[src/rtl/relu_serializer.sv]
// relu_serializer: unpacks one array_size-lane activation vector per handshake into a word stream with running write addresses
//   params : data_width (bits/lane), array_size (lanes/vector), addr_width (address counter width)
//   ports  : clk, rst_n (sync, active-low)
//            in_valid/in_ready/in_data  packed vector input, lane 0 in the LSBs
//            addr_clr                   synchronous clear of the address counter
//            out_valid/out_ready/out_data/out_addr/out_last  word stream
//            busy                       a vector is held
//   option : ACT_ZERO_SKIP_EN  zero lanes retire without being emitted (address still advances)
module relu_serializer #(
    parameter int data_width = 8,
    parameter int array_size = 8,
    parameter int addr_width = 10
) (
    input  logic                             clk,
    input  logic                             rst_n,
    input  logic                             in_valid,
    output logic                             in_ready,
    input  logic [data_width*array_size-1:0] in_data,
    input  logic                             addr_clr,
    output logic                             out_valid,
    input  logic                             out_ready,
    output logic [data_width-1:0]            out_data,
    output logic [addr_width-1:0]            out_addr,
    output logic                             out_last,
    output logic                             busy
);
    localparam int lw = array_size > 1 ? $clog2(array_size) : 1;
    typedef enum logic {idle, shift} state_t;
    state_t state, state_nx;
    logic [data_width*array_size-1:0] vec;
    logic [lw-1:0] lane;
    logic [addr_width-1:0] addr;
    logic [data_width-1:0] word;
    logic last, skip, retire, accept;
    assign word = vec[lane*data_width +: data_width];
    assign last = lane == lw'(array_size - 1);
`ifdef ACT_ZERO_SKIP_EN
    assign skip = busy && word == '0;
`else
    assign skip = 1'b0;
`endif
    assign busy      = state == shift;
    assign out_valid = busy && !skip;
    // a skipped lane retires regardless of out_ready
    assign retire    = busy && (skip || out_ready);
    assign in_ready  = rst_n && (!busy || (retire && last));
    assign accept    = in_valid && in_ready;
    assign out_data  = busy ? word : '0;
    assign out_addr  = addr;
    assign out_last  = out_valid && last;
    always_comb begin
        state_nx = state;
        if (accept)
            state_nx = shift;
        else if (retire && last)
            state_nx = idle;
    end
    always_ff @(posedge clk) begin
        if (!rst_n) begin
            state <= idle;
            lane  <= '0;
            addr  <= '0;
            vec   <= '0;
        end else begin
            state <= state_nx;
            if (accept) begin
                vec  <= in_data;
                lane <= '0;
            end else if (retire) begin
                lane <= last ? '0 : lane + 1'b1;
            end
            // clear wins over increment; the word in flight already shows its old address
            if (addr_clr)
                addr <= '0;
            else if (retire)
                addr <= addr + 1'b1;
        end
    end
endmodule

[config.mk]
export PLATFORM = sky130hd
export DESIGN_NAME = relu_serializer
export DESIGN_NICKNAME = d
export VERILOG_FILES = /design/src/rtl/relu_serializer.sv
export SDC_FILE = /design/constraint.sdc
export NUM_CORES = 1
export LEC_CHECK = 0
export ABC_AREA = 1
export CAP_MARGIN = 20
export CELL_PAD_IN_SITES_DETAIL_PLACEMENT = 1
export CELL_PAD_IN_SITES_GLOBAL_PLACEMENT = 2
export CORE_UTILIZATION = 26
export DETAILED_ROUTE_END_ITERATION = 8
export GPL_TIMING_DRIVEN = 0
export PLACE_DENSITY = 0.76
export RECOVER_POWER = 25
export SKIP_LAST_GASP = 1
export SYNTH_ARGS = -nofsm -noshare
export SYNTH_HDL_FRONTEND = slang
export SYNTH_SLANG_ARGS = --single-unit
[constraint.sdc]
create_clock -name clk -period 1.8 [get_ports clk]
set_clock_uncertainty 0.2 [all_clocks]
set_input_delay 0.27 -clock clk [delete_from_list [all_inputs] [get_ports clk]]
set_output_delay 0.27 -clock clk [all_outputs]
set_load 0.05 [all_outputs]
; Word-level counts from Yosys, hierarchy flattened
; Cells that the tools add are included.
[totals]
regBits = 78
input_bits = 69
elab_cells = 23
[classes]
n_addsub = 2
eq_ne = 1
n_shift = 1
n_mux = 4
n_bitwise = 1
reduce_logical = 10
[op_table]
columns = operator, n
row1 = $shiftx A64 B7 Y8, 1
row2 = $add A10 B1 Y10 const B, 1
row3 = $mux W8, 1
row4 = $logic_and A1 B1 Y1, 5
row5 = $reduce_or A2 Y1, 2
row6 = $add A3 B1 Y3 const B, 1
row7 = $eq A3 B3 Y1 const B, 1
row8 = $mux W3, 1
row9 = $mux W1, 2
row10 = $reduce_bool A2 Y1, 1
row11 = $logic_not A1 Y1, 1
row12 = $logic_or A1 B1 Y1, 1
row13 = $not A1 Y1, 1

; Longest topological paths before layout
; Gate-level depths: netlist (run 1).
[logic_depth]
word_depth = 6
depth_mapped = 9
mapped_depth_nobuf = 8

; Worst setup path after synthesis (run 1)
; OpenSTA, ideal clock, no wires.
[synth_timing]
path_kind = flip-flop to output port
start = register state, in the netlist busy
end = output port out_data[0]
arrival_time_ns = 1.671
required_ns = 1.330
path_slack_ns = -0.341
path_stages_with_launch = 4
n_path_buf = 1
path_cell_list = dfxtp_1 -> buf_2 -> nand2_1 -> nor2_1
[synth_between]
elab_chain_len = 1
[synth_lines]
columns = element, line_no
row1 = "start, declared", 29  ; state_t state, state_nx;
row2 = "start signal, assigned", 60  ; state <= idle;
row3 = "start signal, assigned", 65  ; state <= state_nx;
row4 = $mux W8, 48  ; assign out_data = busy ? word : '0;
row5 = "end, declared", 22  ; output logic [data_width-1:0] out_data,
; Every way passes these cells.

; Final worst setup path (run 1)
[layout_timing]
start = register lane[0]
end = output port out_data[2]
[layout_between]
elab_chain_len = 2
[layout_lines]
columns = element, line_no
row1 = "start, declared", 31  ; logic [lw-1:0] lane;
row2 = "start signal, assigned", 70  ; lane <= last ? '0 : lane + 1'b1;
row3 = $shiftx A64 B7 Y8, 35  ; assign word = vec[lane*data_width +: data_width];
row4 = $mux W8, 48
; Every way passes these cells.

==> flow_results.org, run 1 <==
** Global routing
- The via count of the first global-routing pass was 4,156.
- In the global route stage, overall resource usage came out at 0.183.
- Pin count of the biggest net entering global routing :: 12
- Initial antenna violation count :: 0
- The total overflow left after global routing is 0.
- The first global-routing pass estimated 20.3 mm of wire.

** Timing
- Final Hold Fails :: 0
- After layout, the minimum clock period comes to 2.13 ns.
- Timing would allow up to 469 MHz.
- The max-slew violation total from the final report is 0.
- Setup repair after global routing missed its margin :: yes
- For the pin with the worst max-slew slack, the measured transition is approximately 0.54 ns.
- Setup violations remaining at the end of the flow were counted as a little under 80.
- Share of the cycle needed by the critical path after routing :: 1.18
- Fin worst setup slack :: -0.332 ns
- Headroom to the max-slew limit came out at 0.639.

** Place
- Final Wtd Congestion :: 0.763
- The HPWL after detailed placement is ~8.7 mm.
- IO buf count :: 90

** Layout
- Net total in the final layout :: 761
- Share of post-route cells with drive strength above 1 :: 0.332
- The number of antenna diodes in the final layout is 0.
- The layout has ~1.7k filler cells.
- Layout overhead on the synthesized area :: 69.0%
- At the end of the flow the core is filled with cells to 0.450.

** Detailed routing
- Aggregate routed wire length :: between 10 and 15 mm
- In the routed layout, each cell is associated on average with a via count of approximately 4.5.
- First-pass iteration count of the detailed router :: 4
- Number of routed nets with antenna violations :: 0
- The detailed router placed approximately 4k vias in this run.
- 1st-iter DRT viols :: between 100 and 150
- After detailed routing, the number of remaining DRC violations is 0.
- After detailed routing, the average wire length per cell comes to approximately 15 um.

** Critical path
- Biggest fanout along the worst timing path :: 8
- The worst register-to-register path has a depth of 12.
- The most critical setup path has its endpoint at out_data[2].
- Startpoint of the most critical setup path :: lane[0]
- Setup slack on the worst reg-to-reg path comes out at -0.33 ns.
- The endpoint identified for the worst register-to-register timing path is vec[22].
- The worst setup path is captured at an output port.
- At the worst endpoint, the required time is 1.33 ns.
- STA classifies the critical path startpoint as a register.
- Data arrives at the worst endpoint at between 1.5 and 2 ns.
- Origin of the critical flop-to-flop path :: lane[0]
- Critical path class :: register to output port

** Power
- Clock Power Share :: 0.369
- The analysis attributes to cell leakage a power of 2.80 nW.
- Total power per unit cell area :: slightly above 700 nW/um^2
- The share of total power dissipated in sequential elements is 0.427.
- Of the total power, the share spent switching nets is 0.272.
- Combinational fraction of design power :: 0.204
- IR drop worst, VDD :: between 0.0004 and 0.0005 V
- Internal power comes to 3.24 mW.
- The analysis attributes to net switching a power of between 1 and 1.5 mW.
- The design draws 4.45 mW.

** Run status
- Status :: finished with violations
- The final reports fail on setup timing.

** Floorplanning
- Measured along the x axis, the die boundary spans roughly 120 um.
- After floorplanning, the core was sized to cover about 14,000 sq um.
- The initial utilization of the core area, before any placement, comes to 0.266.
- Full die area :: about 15,000 sq um
- 91 I/O pins were placed.
- Height of the die :: approximately 120 um
- The floorplan has 43 rows.

** Clock tree
- Post-CTS clock slew at the launch and capture registers of the worst setup and hold paths :: approximately 0.06 ns
- The clock tree synthesis step divided the H-tree into 3 levels.
- Clk_lat worst skew :: approximately 0.34 ns
- Counting the buffers created by CTS gives 9.
- Number of clock sinks :: 78
- Clock tree from TritonCTS :: done
- Counting along the longest clock path gives a buffer depth of 2.
- Clock tree synthesis selected as its root buffer the cell sky130_fd_sc_hd__clkbuf_16.

** Worst hold path
- Worst min-delay path category :: register to register
- Launch point of the worst hold path :: vec[60]

** Synthesis
- The netlist uses 21 different library cells.
- Synthesis produced a netlist with a net count of ~630.
- Post-Synthesis Mean Instance Area :: ~6.6 sq um
- The synthesized design contains slightly below 80 register bits.
- The largest total area in the synthesized netlist belongs to sky130_fd_sc_hd__dfxtp_1.
- Total standard cell area after synthesis :: approximately 3700 sq um
- The share of synthesized area in the top cell type comes to 0.424.
- The share of the Yosys chip area taken by registers is 0.424.
- Synth area leaders :: sky130_fd_sc_hd__dfxtp_1, sky130_fd_sc_hd__nand2_1, sky130_fd_sc_hd__nand3_1
- For this run, the number of Yosys warnings is 0.
- Number of instances in the synthesized netlist :: 560

** Flow run
- The tool flagged a number of max-cap violations equal to 0.
worst max-delay path, stage by stage (launching register included):
cell	delay, ns
sky130_fd_sc_hd__dfxtp_2	0.35
sky130_fd_sc_hd__buf_8	0.16
sky130_fd_sc_hd__inv_8	0.06
sky130_fd_sc_hd__buf_8	0.13
sky130_fd_sc_hd__nand2_2	0.05
sky130_fd_sc_hd__nand2_2	0.07
sky130_fd_sc_hd__nand2_2	0.07
sky130_fd_sc_hd__o21ai_2	0.06
sky130_fd_sc_hd__nor2_2	0.15
sky130_fd_sc_hd__nor2_4	0.06
sky130_fd_sc_hd__buf_8	0.15
routing by layer:
| layer | global-route usage | vias up | share of wire |
|---|---|---|---|
| met5 | 0 | - | 0 |
| met1 | 0.219 | 1834 | 0.44 |
| met4 | 0.0656 | 0 | 0.015 |
| li1 | - | 2006 | - |
| met3 | 0.0296 | 10 | 0.028 |
| met2 | 0.326 | 55 | 0.52 |
what timing repair did:
item	4_1_cts	5_1_grt
cloned	13	1
resized for setup	254	73
hold buffers	0	0
buffers inserted	14	1
pin swaps	33	15
endpoints found under the setup margin	82	79
power by group through the flow:
stage                     sequential [mW]  clock [mW]  combinational [mW]
after floorplan                      1.92           0               0.355
after global placement               1.93           0               0.635
after detailed placement             1.93           0               0.645
after CTS                            1.90        1.68               0.865
after global routing                 1.91        1.75               0.990
final                                1.90        1.64               0.909
logic make-up after synthesis:
family,after synthesis,share of synthesized area
simple gates,382,0.438
flops,78,0.424
fa+ha+maj,3,0.0102
compound gates,24,0.0343
buf+inv,73,0.0937
synthesized netlist by cell type (all sizes together):
| cell | count |
|---|---|
| a21boi | 1 |
| nand2 | 246 |
| nor3 | 1 |
| nand4 | 3 |
| clkbuf | 9 |
| a21oi | 2 |
| ha | 3 |
| o21ai | 21 |
| buf | 25 |
| dfxtp | 78 |
| inv | 39 |
| nand3 | 85 |
| nor2 | 47 |
cell usage in the layout, fill, tap and decap left out, types with 2 or more instances in the layout:
cell type and n:
sky130_fd_sc_hd__a21oi_1 2, sky130_fd_sc_hd__buf_1 2, sky130_fd_sc_hd__buf_12 7, sky130_fd_sc_hd__buf_16 5
sky130_fd_sc_hd__buf_2 3, sky130_fd_sc_hd__buf_4 11, sky130_fd_sc_hd__buf_6 15, sky130_fd_sc_hd__buf_8 20
sky130_fd_sc_hd__clkbuf_1 5, sky130_fd_sc_hd__clkbuf_16 11, sky130_fd_sc_hd__clkbuf_2 3, sky130_fd_sc_hd__clkbuf_8 2
sky130_fd_sc_hd__clkdlybuf4s50_1 68, sky130_fd_sc_hd__clkinv_2 2, sky130_fd_sc_hd__dfxtp_1 75, sky130_fd_sc_hd__dfxtp_2 3
sky130_fd_sc_hd__dlygate4sd2_1 9, sky130_fd_sc_hd__ha_4 2, sky130_fd_sc_hd__inv_1 35, sky130_fd_sc_hd__inv_8 2
sky130_fd_sc_hd__nand2_1 158, sky130_fd_sc_hd__nand2_2 80, sky130_fd_sc_hd__nand2_4 7, sky130_fd_sc_hd__nand3_1 58
sky130_fd_sc_hd__nand3_2 27, sky130_fd_sc_hd__nand4_1 3, sky130_fd_sc_hd__nor2_1 27, sky130_fd_sc_hd__nor2_2 9
sky130_fd_sc_hd__nor2_4 11, sky130_fd_sc_hd__o21ai_0 9, sky130_fd_sc_hd__o21ai_1 8, sky130_fd_sc_hd__o21ai_2 4
how the worst min path moves through the flow:
stage,end,slack [ns],cells after the start
detailed placement,vec[5],0.25,2
floorplan,vec[0],0.18,2
CTS,vec[17],0.26,3
global placement,vec[3],0.25,2
finish,vec[60],0.26,2
global route,vec[17],0.27,3
state kept, by name (all words and copies together), names as in the netlist:
signal	flops
busy	1
vec	64
lane	3
out_addr	10
per-stage QoR:
step	setup TNS (ns)	instance area (sq um)	hold WS, ns	instances	setup slack (ns)
after global routing	-24.72	6230	0.272	872	-0.407
after detailed placement	-31.94	4910	0.254	830	-0.955
after floorplan	0	3780	0.180	560	0.00776
after CTS	-16.41	5980	0.260	871	-0.328
after global placement	-32.37	4910	0.248	830	-0.946
final	-19.33	6230	0.259	872	-0.332
final cells by class:
type | count | area (sq um) | share of cell area
Buffer | 33 | 369 | 0.0593
Clock buffer | 12 | 246 | 0.0396
Clock inverter | 2 | 10.0 | 0.00161
Inverter | 39 | 175 | 0.0281
Multi-Input combinational cell | 409 | 2270 | 0.365
Sequential cell | 78 | 1570 | 0.251
Tap cell | 180 | 225 | 0.0362
Timing Repair Buffer | 118 | 1350 | 0.217
Timing Repair inverter | 1 | 11.3 | 0.00181
(Power assumes the default switching activity.)
==> run 2: changes to the inputs <==
--- a/config.mk
+++ b/config.mk
@@ -10,6 +10,7 @@
 export CELL_PAD_IN_SITES_DETAIL_PLACEMENT = 1
 export CELL_PAD_IN_SITES_GLOBAL_PLACEMENT = 2
 export CORE_UTILIZATION = 26
+export CTS_CLUSTER_DIAMETER = 200
 export DETAILED_ROUTE_END_ITERATION = 8
 export GPL_TIMING_DRIVEN = 0
 export PLACE_DENSITY = 0.76
==> results of run 2 <==
The final DEF is identical to that of run 1; final timing and power are the same.
